## src/rtl/pixel_bank_writer.sv

```systemverilog
// Pixel stream to 2x2-interleaved RAM bank writer.
// Raster-order beats are scattered over four banks by row/column parity.
module pixel_bank_writer #(
  parameter int RAM_AW = 13,
  parameter int QN     = 8,
  parameter int IMG_W  = 128,
  parameter int IMG_H  = 128
) (
  input  logic              clk,
  input  logic              rst_n,
  input  logic              start,
  input  logic              s_valid,
  input  logic [QN-1:0]     s_data,
  output logic              s_ready,
  input  logic              ram_busy,
  output logic              wea1,
  output logic              wea2,
  output logic              wea3,
  output logic              wea4,
  output logic              ena1,
  output logic              ena2,
  output logic              ena3,
  output logic              ena4,
  output logic [RAM_AW-1:0] AA1,
  output logic [RAM_AW-1:0] AA2,
  output logic [RAM_AW-1:0] AA3,
  output logic [RAM_AW-1:0] AA4,
  output logic [QN-1:0]     DA1,
  output logic [QN-1:0]     DA2,
  output logic [QN-1:0]     DA3,
  output logic [QN-1:0]     DA4,
  output logic              busy,
  output logic              done
);

  localparam int CW = $clog2(IMG_W);
  localparam int RW = $clog2(IMG_H);
  localparam logic [CW-1:0]     COL_LAST = CW'(IMG_W - 1);
  localparam logic [RW-1:0]     ROW_LAST = RW'(IMG_H - 1);
  localparam logic [CW-1:0]     COL_ONE  = CW'(1);
  localparam logic [RW-1:0]     ROW_ONE  = RW'(1);
  localparam logic [RAM_AW-1:0] ADDR_ONE = RAM_AW'(1);
  localparam logic [RAM_AW-1:0] HALF_W   = RAM_AW'(IMG_W / 2);

  typedef enum logic [1:0] {IDLE, WRITE, DONE} state_t;

  state_t              state;
  logic [CW-1:0]       col;
  logic [RW-1:0]       row;
  logic [RAM_AW-1:0]   base;
  logic [RAM_AW-1:0]   addr;
  logic [3:0]          wen;
  logic [RAM_AW-1:0]   aa [4];
  logic [QN-1:0]       da [4];
  logic                accept;
  logic [1:0]          bank;

  assign s_ready = (state == WRITE) & ~ram_busy;
  assign accept  = s_valid & s_ready;
  assign bank    = {row[0], col[0]};
  assign busy    = (state == WRITE);

  assign wea1 = wen[0];
  assign wea2 = wen[1];
  assign wea3 = wen[2];
  assign wea4 = wen[3];
  assign ena1 = wen[0];
  assign ena2 = wen[1];
  assign ena3 = wen[2];
  assign ena4 = wen[3];
  assign AA1  = aa[0];
  assign AA2  = aa[1];
  assign AA3  = aa[2];
  assign AA4  = aa[3];
  assign DA1  = da[0];
  assign DA2  = da[1];
  assign DA3  = da[2];
  assign DA4  = da[3];

  always_ff @(posedge clk or negedge rst_n) begin
    if (!rst_n) begin
      state <= IDLE;
      col   <= '0;
      row   <= '0;
      base  <= '0;
      addr  <= '0;
      wen   <= '0;
      done  <= 1'b0;
      for (int unsigned k = 0; k < 4; k++) begin
        aa[k] <= '0;
        da[k] <= '0;
      end
    end else begin
      wen  <= '0;
      done <= 1'b0;
      case (state)
        IDLE: begin
          if (start) begin
            state <= WRITE;
            col   <= '0;
            row   <= '0;
            base  <= '0;
            addr  <= '0;
          end
        end
        WRITE: begin
          if (accept) begin
            wen[bank] <= 1'b1;
            aa[bank]  <= addr;
            da[bank]  <= s_data;
            // addr tracks base + col/2; base moves only once per row pair
            if (col == COL_LAST) begin
              col <= '0;
              row <= row + ROW_ONE;
              if (row[0]) begin
                base <= base + HALF_W;
                addr <= base + HALF_W;
              end else begin
                addr <= base;
              end
              if (row == ROW_LAST) begin
                state <= DONE;
                done  <= 1'b1;
              end
            end else begin
              col <= col + COL_ONE;
              if (col[0]) addr <= addr + ADDR_ONE;
            end
          end
        end
        DONE: state <= IDLE;
        default: state <= IDLE;
      endcase
    end
  end

endmodule

```

## config.mk

```make
export PLATFORM = sky130hd
export DESIGN_NAME = pixel_bank_writer
export DESIGN_NICKNAME = d
export VERILOG_FILES = /design/src/rtl/pixel_bank_writer.sv
export SDC_FILE = /design/constraint.sdc
export NUM_CORES = 1
export LEC_CHECK = 0
export BUFFER_PORTS_ARGS = -buffer_cell sky130_fd_sc_hd__buf_4
export CAP_MARGIN = 20
export CELL_PAD_IN_SITES_DETAIL_PLACEMENT = 0
export CELL_PAD_IN_SITES_GLOBAL_PLACEMENT = 1
export CORE_MARGIN = 8
export CORE_UTILIZATION = 44
export DETAILED_ROUTE_END_ITERATION = 10
export GPL_TIMING_DRIVEN = 1
export PLACE_DENSITY = 0.83
export SETUP_SLACK_MARGIN = 0.4
export SLEW_MARGIN = 5
export SYNTH_ARGS = -nofsm -noshare
export SYNTH_HDL_FRONTEND = slang
export SYNTH_SLANG_ARGS = --single-unit
```

## constraint.sdc

```tcl
create_clock -name clk -period 2.5 [get_ports clk]
set_input_delay 0.25 -clock clk [delete_from_list [all_inputs] [get_ports clk]]
set_output_delay 0.25 -clock clk [all_outputs]
set_load 0.005 [all_outputs]
```

==> results.py, run 1 <==
metrics = {
    "status": {
        "outcome": "finished clean",
    },
    "timing": {
        "drv_slew": 0,
        "hold_viol": 0,
        "tightestPinTransition_ns": 0.708,
        "fin_skew_ns": 0.00875,
        "hold_ws_ns": 0.100,
        "period_needed_ns": 2.04,
        "relSlewSlack_pct": 52.6,
        "setup_viol": 0,
        "fmax_mhz": 491,
        "finalSetupTns_ns": 0,
        "timing.final.crit_share_pct": 81.5,
        "rsz0062_at_grt": "yes",
    },
    "route": {
        "detail_route.wl_per_cell_um": 18.7,
        "ant_nets": 0,
        "first_iter_violations": 289,
        "viasPerCell": 5.46,
        "drc": 0,
        "postRouteWirelength_mm": 13.2,
        "drtPass1Iterations": 4,
        "via_count": 3857,
    },
    "logic_synthesis": {
        "seq_area_frac_synth_pct": 57.8,
        "async_flop_share_pct": 100,
        "synth_ff_type": "dfrtp_1",
        "synthCells": 430,
        "synth.area.top_cells": "dfrtp_1 58%, mux2_2 13%, mux2_4 4.7%, xor2_1 2.3%, o21ai_0 1.8%",
        "yosysTopAreaCell": "dfrtp_1",
        "synth_top_area_share_pct": 57.8,
        "netlist_area_um2": 5410,
        "synth_fp_nets": 447,
        "synth_cell_types": 49,
        "ys_seq_elements": 125,
        "avgSynthCellArea_um2": 12.6,
        "synth_edf_count": 0,
        "ys_warn_count": 0,
    },
    "pwr": {
        "vdd_drop_max_mv": 0.460,
        "combPwrFrac_pct": 14.3,
        "powerDensity_nw_per_um2": 827,
        "leakagePower_nw": 3.54,
        "power.switching_w": 0.00140,
        "p_int_w": 0.00442,
        "pwr-share-seq_pct": 43.2,
        "p_sw_share_pct": 24.0,
        "clkPwrFrac_pct": 42.5,
    },
    "floorplanning": {
        "die_height_um": 127,
        "die_area_um2": 16100,
        "core_um2": 12000,
        "num_rows": 40,
        "die_x_um": 127,
        "initial_core_util_pct": 45.1,
        "ios": 108,
    },
    "layout": {
        "nets": 565,
        "area_growth_pct": 29.9,
        "antennaDiodeCount": 0,
        "drive_gt1_share_pct": 44.4,
        "fillers": 989,
        "final_cell_mix": "125 x dfrtp_1, 125 x buf_4, 64 x mux2_2",
        "post-route-util_pct": 58.6,
    },
    "grt": {
        "grtUsageTotal_pct": 16.7,
        "grt_pass1_vias": 3948,
        "grt_max_degree": 54,
        "antenna_found_initial": 0,
        "grt_pass1_wl_mm": 21.4,
        "grt.overflow.total": 0,
    },
    "critical_path": {
        "critical_path_required_ns": 2.81,
        "worst-setup-path-type": "reg2reg",
        "cp.arrival_ns": 2.35,
        "crit_path_max_fanout": 9,
        "crit_path_end_kind": "register",
        "critPathLaunchType": "register",
    },
    "clocking": {
        "clock_sinks": 125,
        "htree_levels": 4,
        "cts_tree": "built",
        "post-cts-setup-buffers": 0,
        "cts_made_buffers": 17,
        "clk_root_buffer_cell": "clkbuf_16",
        "ctsLongestPathBuffers": 2,
        "clk_latency_ns": 0.41,
        "clk_pin_slew_ns": 0.05,
    },
    "placed_design": {
        "dpl.hpwl_mm": 9.41,
        "place_congestion": 0.866,
        "io_buffer_count": 107,
    },
    "flow_run": {
        "cap_violations": 0,
    },
    "hold_path": {
        "min_path_type": "in2reg",
    },
}
-- worst max-delay path: stages, from the launching register on --
cell,delay (ns)
dfrtp_1,0.38
ha_1,0.20
nand3_1,0.18
nor2_1,0.55
mux2i_1,0.16
or3_1,0.36
o211ai_1,0.11
-- timing repair --
item                       in CTS  in global routing
hold endpoints to repair       50                  0
hold buffers                    1                  0
setup endpoints to repair       0                 11
resized for setup               0                  3
-- metrics by stage --
| step | worst slack, ns | cells | area, um^2 | power, W |
|---|---|---|---|---|
| after floorplan | 0.691 | 430 | 5410 | 0.00289 |
| after global placement | 0.580 | 675 | 6400 | 0.00337 |
| after detailed placement | 0.506 | 675 | 6400 | 0.00340 |
| after CTS | 0.491 | 706 | 7020 | 0.00588 |
| after global routing | 0.305 | 706 | 7030 | 0.00608 |
| final | 0.463 | 706 | 7030 | 0.00582 |
-- per-layer routing --
metal | vias up | share of wire [%] | routed length (um) | GRT usage [%]
met2 | 127 | 49 | 6480 | 26.8
met3 | 13 | 7.5 | 997 | 5.28
met4 | 0 | 0.99 | 131 | 6.23
met1 | 1956 | 42 | 5600 | 20.6
li1 | 1761 | - | - | -
met5 | - | 0 | 0 | 0
-- final cells by class --
class	instances	area, um^2	share of cell area [%]
clock buffers	25	526	7.47
repair buffers	127	968	13.8
flip-flops and latches	125	3130	44.5
well taps	147	184	2.62
inverters	7	26.3	0.374
multi-input cells	270	2120	30.2
clock inverters	5	78.8	1.12
-- kinds of logic (layout without fill, tap and decap cells) --
group / after synthesis / after routing / synth area share, %
mux: 83 / 83 / 18.4
fa+ha+maj: 4 / 4 / 0.925
simple gates: 112 / 112 / 10.7
xor+xnor: 15 / 15 / 2.43
flops: 125 / 125 / 57.8
compound gates: 56 / 56 / 6.43
buf+inv: 35 / 164 / 3.37
-- state kept, by name, indices dropped and copies added, names as in the netlist, 2 cells and up --
register and cells:
DA4 8, AA2 13, base 7, DA2 8
wen 4, AA3 13, row 7, AA1 13
DA3 8, DA1 8, AA4 13, col 7
addr 13, state 2
-- final timing paths --
check / startpoint / to / slack (ns) / cells past startpoint
setup / recovery: col[1] / addr[9] / 0.46 / 6
hold / removal: s_data[7] / DA4[7] / 0.10 / 2
setup reg to reg: col[1] / addr[9] / 0.46 / 6
hold reg to reg: AA3[8] / AA3[8] / 0.49 / 2
max in group asynchronous: rst_n / AA2[11] / 1.33 / 3
min in group asynchronous: rst_n / DA1[0] / 0.44 / 2
-- power groups by stage --
stage	Clock, W	Combinational, W	Sequential [W]
floorplan	0	0.000416	0.00248
global placement	0	0.000829	0.00254
detailed placement	0	0.000847	0.00255
CTS	0.00252	0.000847	0.00252
global route	0.00261	0.000920	0.00256
finish	0.00247	0.000834	0.00251
-- cells in the mapped netlist, drive strengths merged, types with 3 or more instances --
| cell type | instances |
|---|---|
| mux2 | 81 |
| nand4 | 9 |
| nor3 | 7 |
| and3 | 9 |
| a22o | 6 |
| ha | 4 |
| nand2 | 28 |
| nand3 | 18 |
| buf | 20 |
| nor2 | 25 |
| clkbuf | 8 |
| o21ai | 23 |
| xor2 | 14 |
| a21oi | 13 |
| o211ai | 3 |
| inv | 7 |
| a31oi | 3 |
| or3 | 3 |
| dfrtp | 125 |
(Power assumes the default switching activity.)
==> run 2, diff against run 1 <==
--- a/config.mk
+++ b/config.mk
@@ -5,15 +5,16 @@
 export SDC_FILE = /design/constraint.sdc
 export NUM_CORES = 1
 export LEC_CHECK = 0
+export ABC_AREA = 1
 export BUFFER_PORTS_ARGS = -buffer_cell sky130_fd_sc_hd__buf_4
 export CAP_MARGIN = 20
 export CELL_PAD_IN_SITES_DETAIL_PLACEMENT = 0
 export CELL_PAD_IN_SITES_GLOBAL_PLACEMENT = 1
 export CORE_MARGIN = 8
-export CORE_UTILIZATION = 44
+export CORE_UTILIZATION = 41
 export DETAILED_ROUTE_END_ITERATION = 10
 export GPL_TIMING_DRIVEN = 1
-export PLACE_DENSITY = 0.83
+export PLACE_DENSITY = 0.82
 export SETUP_SLACK_MARGIN = 0.4
 export SLEW_MARGIN = 5
 export SYNTH_ARGS = -nofsm -noshare
==> constraint.sdc (replaced) <==
create_clock -name clk -period 2 [get_ports clk]
set_input_delay 0.2 -clock clk [delete_from_list [all_inputs] [get_ports clk]]
set_output_delay 0.2 -clock clk [all_outputs]
set_load 0.005 [all_outputs]
==> results.py, run 2 <==
metrics = {
    "floorplanning": {
        "initial_core_util_pct": 41.5,
        "ios": 108,
        "num_rows": 42,
        "die_area_um2": 17200,
        "die_x_um": 131,
        "core_um2": 13100,
        "die_height_um": 131,
    },
    "logic_synthesis": {
        "synth_fp_nets": 611,
        "seq_area_frac_synth_pct": 57.6,
        "synth_top_area_share_pct": 57.6,
        "avgSynthCellArea_um2": 9.14,
        "synth_cell_types": 32,
        "netlist_area_um2": 5430,
        "ys_seq_elements": 125,
        "ys_warn_count": 0,
        "synth.area.top_cells": "dfrtp_1 58%, nand2_1 11%, o21ai_1 7.5%, nand3_1 3.6%, inv_1 3.6%",
        "yosysTopAreaCell": "dfrtp_1",
        "synthCells": 594,
        "synth.cells.most_frequent": "163 x nand2_1, 125 x dfrtp_1, 81 x o21ai_1",
        "synth_edf_count": 0,
        "synth.most_common_cell": "nand2_1",
        "async_flop_share_pct": 100,
        "synth_ff_type": "dfrtp_1",
    },
    "clocking": {
        "ctsLongestPathBuffers": 2,
        "clk_latency_ns": 0.41,
        "clock_sinks": 125,
        "cts_tree": "built",
        "cts_made_buffers": 17,
        "clk_root_buffer_cell": "clkbuf_16",
        "htree_levels": 4,
        "clk_pin_slew_ns": 0.06,
    },
    "critical_path": {
        "ff2ff_setup_slack_ns": 0.47,
        "worst-setup-path-type": "reg2reg",
        "r2r_start": "col[1]",
        "crit_path_max_fanout": 7,
        "cp.arrival_ns": 1.86,
        "r2r_end": "row[3]",
        "critical_path_required_ns": 2.34,
        "crit_path_end_kind": "register",
        "rr_worst_depth": 9,
        "critPathLaunchType": "register",
    },
    "layout": {
        "fillers": 1187,
        "finalInstanceArea_um2": 7250,
        "area_growth_pct": 33.5,
        "drive_gt1_share_pct": 27.8,
        "nets": 741,
        "antennaDiodeCount": 0,
        "seq_area_um2": 3130,
        "layout_commonest_cell": "nand2_1",
        "post-route-util_pct": 55.4,
        "multi_input_area_um2": 1950,
        "final_cell_mix": "163 x nand2_1, 126 x buf_4, 123 x dfrtp_1",
    },
    "flow_run": {
        "cap_violations": 0,
    },
    "route": {
        "postRouteWirelength_mm": 13.7,
        "viasPerCell": 4.90,
        "drtPass1Iterations": 5,
        "via_count": 4473,
        "detail_route.wl_per_cell_um": 15.0,
        "ant_nets": 0,
        "drc": 0,
        "first_iter_violations": 309,
    },
    "timing": {
        "hold_viol": 0,
        "period_needed_ns": 1.53,
        "timing.final.crit_share_pct": 76.3,
        "finalSetupTns_ns": 0,
        "tightestPinTransition_ns": 0.690,
        "setup_viol": 0,
        "fmax_mhz": 655,
        "relSlewSlack_pct": 54.0,
        "rsz0062_at_grt": "yes",
        "fin_skew_ns": 0.00768,
        "drv_slew": 0,
        "hold_ws_ns": 0.0886,
    },
    "grt": {
        "grt_pass1_wl_mm": 21.7,
        "grt_pass1_vias": 4353,
        "grt.overflow.total": 0,
        "grt_max_degree": 126,
        "grtUsageTotal_pct": 16.1,
        "antenna_found_initial": 0,
    },
    "pwr": {
        "leakagePower_nw": 3.54,
        "vdd_drop_max_mv": 0.630,
        "powerDensity_nw_per_um2": 1270,
    },
    "placed_design": {
        "io_buffer_count": 107,
        "placed_cell_area_um2": 6400,
        "place_congestion": 0.799,
        "dpl.hpwl_mm": 9.18,
    },
    "hold_path": {
        "hold_depth": 3,
        "holdPathEnd": "DA4[6]",
        "min_path_type": "in2reg",
        "hp-start": "s_data[6]",
    },
    "status": {
        "outcome": "finished clean",
    },
}
==> run 2: repair_timing <==
item,4_1_cts,5_1_grt
gates cloned,0,1
buffers inserted,5,14
hold endpoints to repair,125,0
setup endpoints to repair,52,83
gates resized for setup,7,8
hold buffers,1,0
pin swaps,2,8
==> run 2: through the flow <==
| stage | power, W | worst slack, ns | std cells |
|---|---|---|---|
| after floorplan | 0.00481 | 0.420 | 594 |
| after detailed placement | 0.00612 | 0.200 | 860 |
| after CTS | 0.00922 | 0.406 | 898 |
| after global routing | 0.00974 | 0.360 | 913 |
| final | 0.00921 | 0.474 | 913 |
| after global placement | 0.00605 | 0.277 | 860 |
==> run 2: cells by family after synthesis <==
| logic type | Yosys count | share of synthesized area [%] |
|---|---|---|
| flops | 125 | 57.6 |
| xor+xnor | 2 | 0.323 |
| fa+ha+maj | 4 | 0.922 |
| compound gates | 125 | 12.3 |
| buf+inv | 83 | 7.08 |
| simple gates | 255 | 21.7 |
==> run 2: layout make-up <==
cell class | instances | share of cell area (%)
Sequential cell | 125 | 43.2
Multi-Input combinational cell | 386 | 27.0
Timing Repair Buffer | 137 | 15.8
Inverter | 57 | 2.99
Clock inverter | 6 | 1.14
Tap cell | 176 | 3.04
Clock buffer | 26 | 6.89
==> run 2: per-layer routing <==
layer / part of all wire [%] / global-route usage [%]
met3: 6.9 / 4.21
met2: 46 / 25.0
met1: 45 / 21.2
met4: 1.7 / 6.41
met5: 0 / 0
==> run 2: power by group <==
group / total [W] / internal [W] / switching, W
combinational: 0.00251 / 0.00126 / 0.00125
sequential: 0.00370 / 0.00321 / 0.000484
clock: 0.00301 / 0.00196 / 0.00105
==> run 2: critical path, cell delays in order, from the launching register on <==
cell	delay (ns)
dfrtp_1	0.37
ha_2	0.20
inv_1	0.06
nor2_4	0.11
nand2_4	0.07
nand2_4	0.09
nand2_8	0.07
buf_12	0.14
or2_0	0.19
a21oi_1	0.15
==> run 2: worst max-delay path by stage <==
stage                        start        to  slack (ns)  cells past startpoint
after floorplan             col[0]    row[2]        0.42                     10
after detailed placement    col[0]    row[3]        0.20                      9
final                       col[1]    row[3]        0.47                      9
after global routing       addr[1]  addr[10]        0.36                      8
after global placement      col[0]    row[3]        0.28                      9
after CTS                 state[1]    row[3]        0.41                      9
==> run 3, diff against run 2 <==
==> constraint.sdc (replaced) <==
create_clock -name clk -period 1.5 [get_ports clk]
set_input_delay 0.15 -clock clk [delete_from_list [all_inputs] [get_ports clk]]
set_output_delay 0.15 -clock clk [all_outputs]
set_load 0.005 [all_outputs]
==> results.py, run 3 (same netlist as run 2, synthesis figures left out) <==
metrics = {
    "critical_path": {
        "cp.arrival_ns": 1.80,
        "crit_path_end_kind": "register",
        "critPathLaunchType": "register",
        "crit_path_max_fanout": 8,
        "critical_path_required_ns": 1.81,
        "worst-setup-path-type": "reg2reg",
    },
    "clocking": {
        "clk_pin_slew_ns": 0.06,
        "clock_sinks": 125,
        "clk_root_buffer_cell": "clkbuf_16",
        "cts_made_buffers": 17,
        "cts_tree": "built",
        "htree_levels": 4,
        "clk_latency_ns": 0.42,
        "ctsLongestPathBuffers": 2,
    },
    "route": {
        "ant_nets": 0,
        "detail_route.wl_per_cell_um": 16.6,
        "via_count": 4958,
        "viasPerCell": 4.95,
        "postRouteWirelength_mm": 16.7,
        "first_iter_violations": 315,
        "drc": 0,
        "drtPass1Iterations": 4,
    },
    "floorplanning": {
        "num_rows": 42,
        "die_area_um2": 17200,
        "core_um2": 13100,
        "die_height_um": 131,
        "initial_core_util_pct": 41.5,
        "ios": 108,
        "die_x_um": 131,
    },
    "timing": {
        "hold_ws_ns": 0.0439,
        "relSlewSlack_pct": 68.8,
        "rsz0062_at_grt": "yes",
        "timing.final.crit_share_pct": 99.3,
        "finalSetupTns_ns": 0,
        "drv_slew": 0,
        "hold_viol": 0,
        "period_needed_ns": 1.49,
        "tightestPinTransition_ns": 0.467,
        "fin_skew_ns": 0.00379,
        "fmax_mhz": 671,
        "setup_viol": 0,
    },
    "placed_design": {
        "io_buffer_count": 107,
        "dpl.hpwl_mm": 10.1,
        "placed_cell_area_um2": 6680,
        "place_congestion": 0.803,
    },
    "layout": {
        "finalInstanceArea_um2": 8940,
        "antennaDiodeCount": 0,
        "area_growth_pct": 64.7,
        "nets": 830,
        "layout_commonest_cell": "dfrtp_1",
        "drive_gt1_share_pct": 49.5,
        "final_cell_mix": "122 x dfrtp_1, 109 x nand2_1, 105 x buf_4",
    },
    "pwr": {
        "clkPwrFrac_pct": 28.9,
        "leakagePower_nw": 4.28,
        "power.switching_w": 0.00463,
        "p_int_w": 0.00993,
        "powerDensity_nw_per_um2": 1630,
        "pwr-share-seq_pct": 35.1,
        "combPwrFrac_pct": 36.0,
        "p_sw_share_pct": 31.8,
        "vdd_drop_max_mv": 0.868,
    },
    "grt": {
        "grt.overflow.total": 0,
        "grt_max_degree": 44,
        "grt_pass1_vias": 4729,
        "grt_pass1_wl_mm": 24.3,
        "grtUsageTotal_pct": 18.3,
        "antenna_found_initial": 0,
    },
    "status": {
        "outcome": "finished clean",
    },
    "hold_path": {
        "min_path_type": "in2reg",
    },
    "flow_run": {
        "cap_violations": 0,
    },
}
run 3: changes by cell type in the layout (fill, tap and decap cells not counted), sizes merged:
cell      change
buf          +84
clkbuf        -5
clkinv        +3
clkinvlp      +3
bufbuf        +2
bufinv        +1
inv           +1
run 3: worst max-delay path, stage by stage, from the launching register on:
cell	delay (ns)
dfrtp_2	0.39
ha_4	0.14
inv_2	0.04
nor2_4	0.11
nand2_4	0.08
nand2_4	0.10
nand2_8	0.10
bufbuf_16	0.29
nand2_1	0.06
o21ai_2	0.05
run 3: worst paths after layout:
kind | from | end | slack (ns) | depth (start not counted)
max | col[0] | base[8] | 0.01 | 9
min | s_data[4] | DA3[4] | 0.04 | 3
max reg2reg | col[0] | base[8] | 0.01 | 9
min reg2reg | DA1[5] | DA1[5] | 0.50 | 2
max in group asynchronous | rst_n | AA3[7] | 0.69 | 3
min in group asynchronous | rst_n | AA2[9] | 0.25 | 2
run 3: repair_timing:
action / CTS / global route
hold buffers: 1 / 0
setup endpoints to repair: 197 / 215
buffers inserted: 39 / 38
hold endpoints to repair: 26 / 0
gates resized for setup: 137 / 127
pin swaps: 19 / 30
cloned: 3 / 4
run 3: power by group through the flow:
stage               Clock [W]  Sequential [W]  Combinational (W)
detailed placement          0         0.00497            0.00348
global placement            0         0.00493            0.00340
CTS                   0.00427         0.00498            0.00438
global route          0.00439         0.00519            0.00570
floorplan                   0         0.00491            0.00162
finish                0.00421         0.00511            0.00524
run 3: routing by layer:
layer	GRT usage [%]	part of all wire [%]	vias to the layer above
met5	0	0	-
met4	6.28	1.9	0
met3	4.98	6.0	24
met2	30.8	51	142
met1	22.2	41	2411
li1	-	-	2381
run 3: per-stage QoR:
step | instances | power [W] | utilization [%] | worst slack, ns
6_report | 1002 | 0.0146 | 68.3 | 0.0103
3_3_place_gp | 885 | 0.00833 | 51.1 | 0.0552
5_1_grt | 1002 | 0.0153 | 68.3 | -0.0590
2_1_floorplan | 594 | 0.00654 | - | -0.0115
4_1_cts | 960 | 0.0136 | 62.2 | 0.0307
3_5_place_dp | 885 | 0.00845 | 51.1 | -0.0139
run 3: cell type report:
class / instances / area (um^2)
fillers: 902 / 4140
flip-flops and latches: 125 / 3130
multi-input cells: 386 / 2400
repair buffers: 225 / 2310
clock buffers: 19 / 443
inverters: 57 / 253
well taps: 176 / 220
clock inverters: 13 / 166
repair inverters: 1 / 11.3
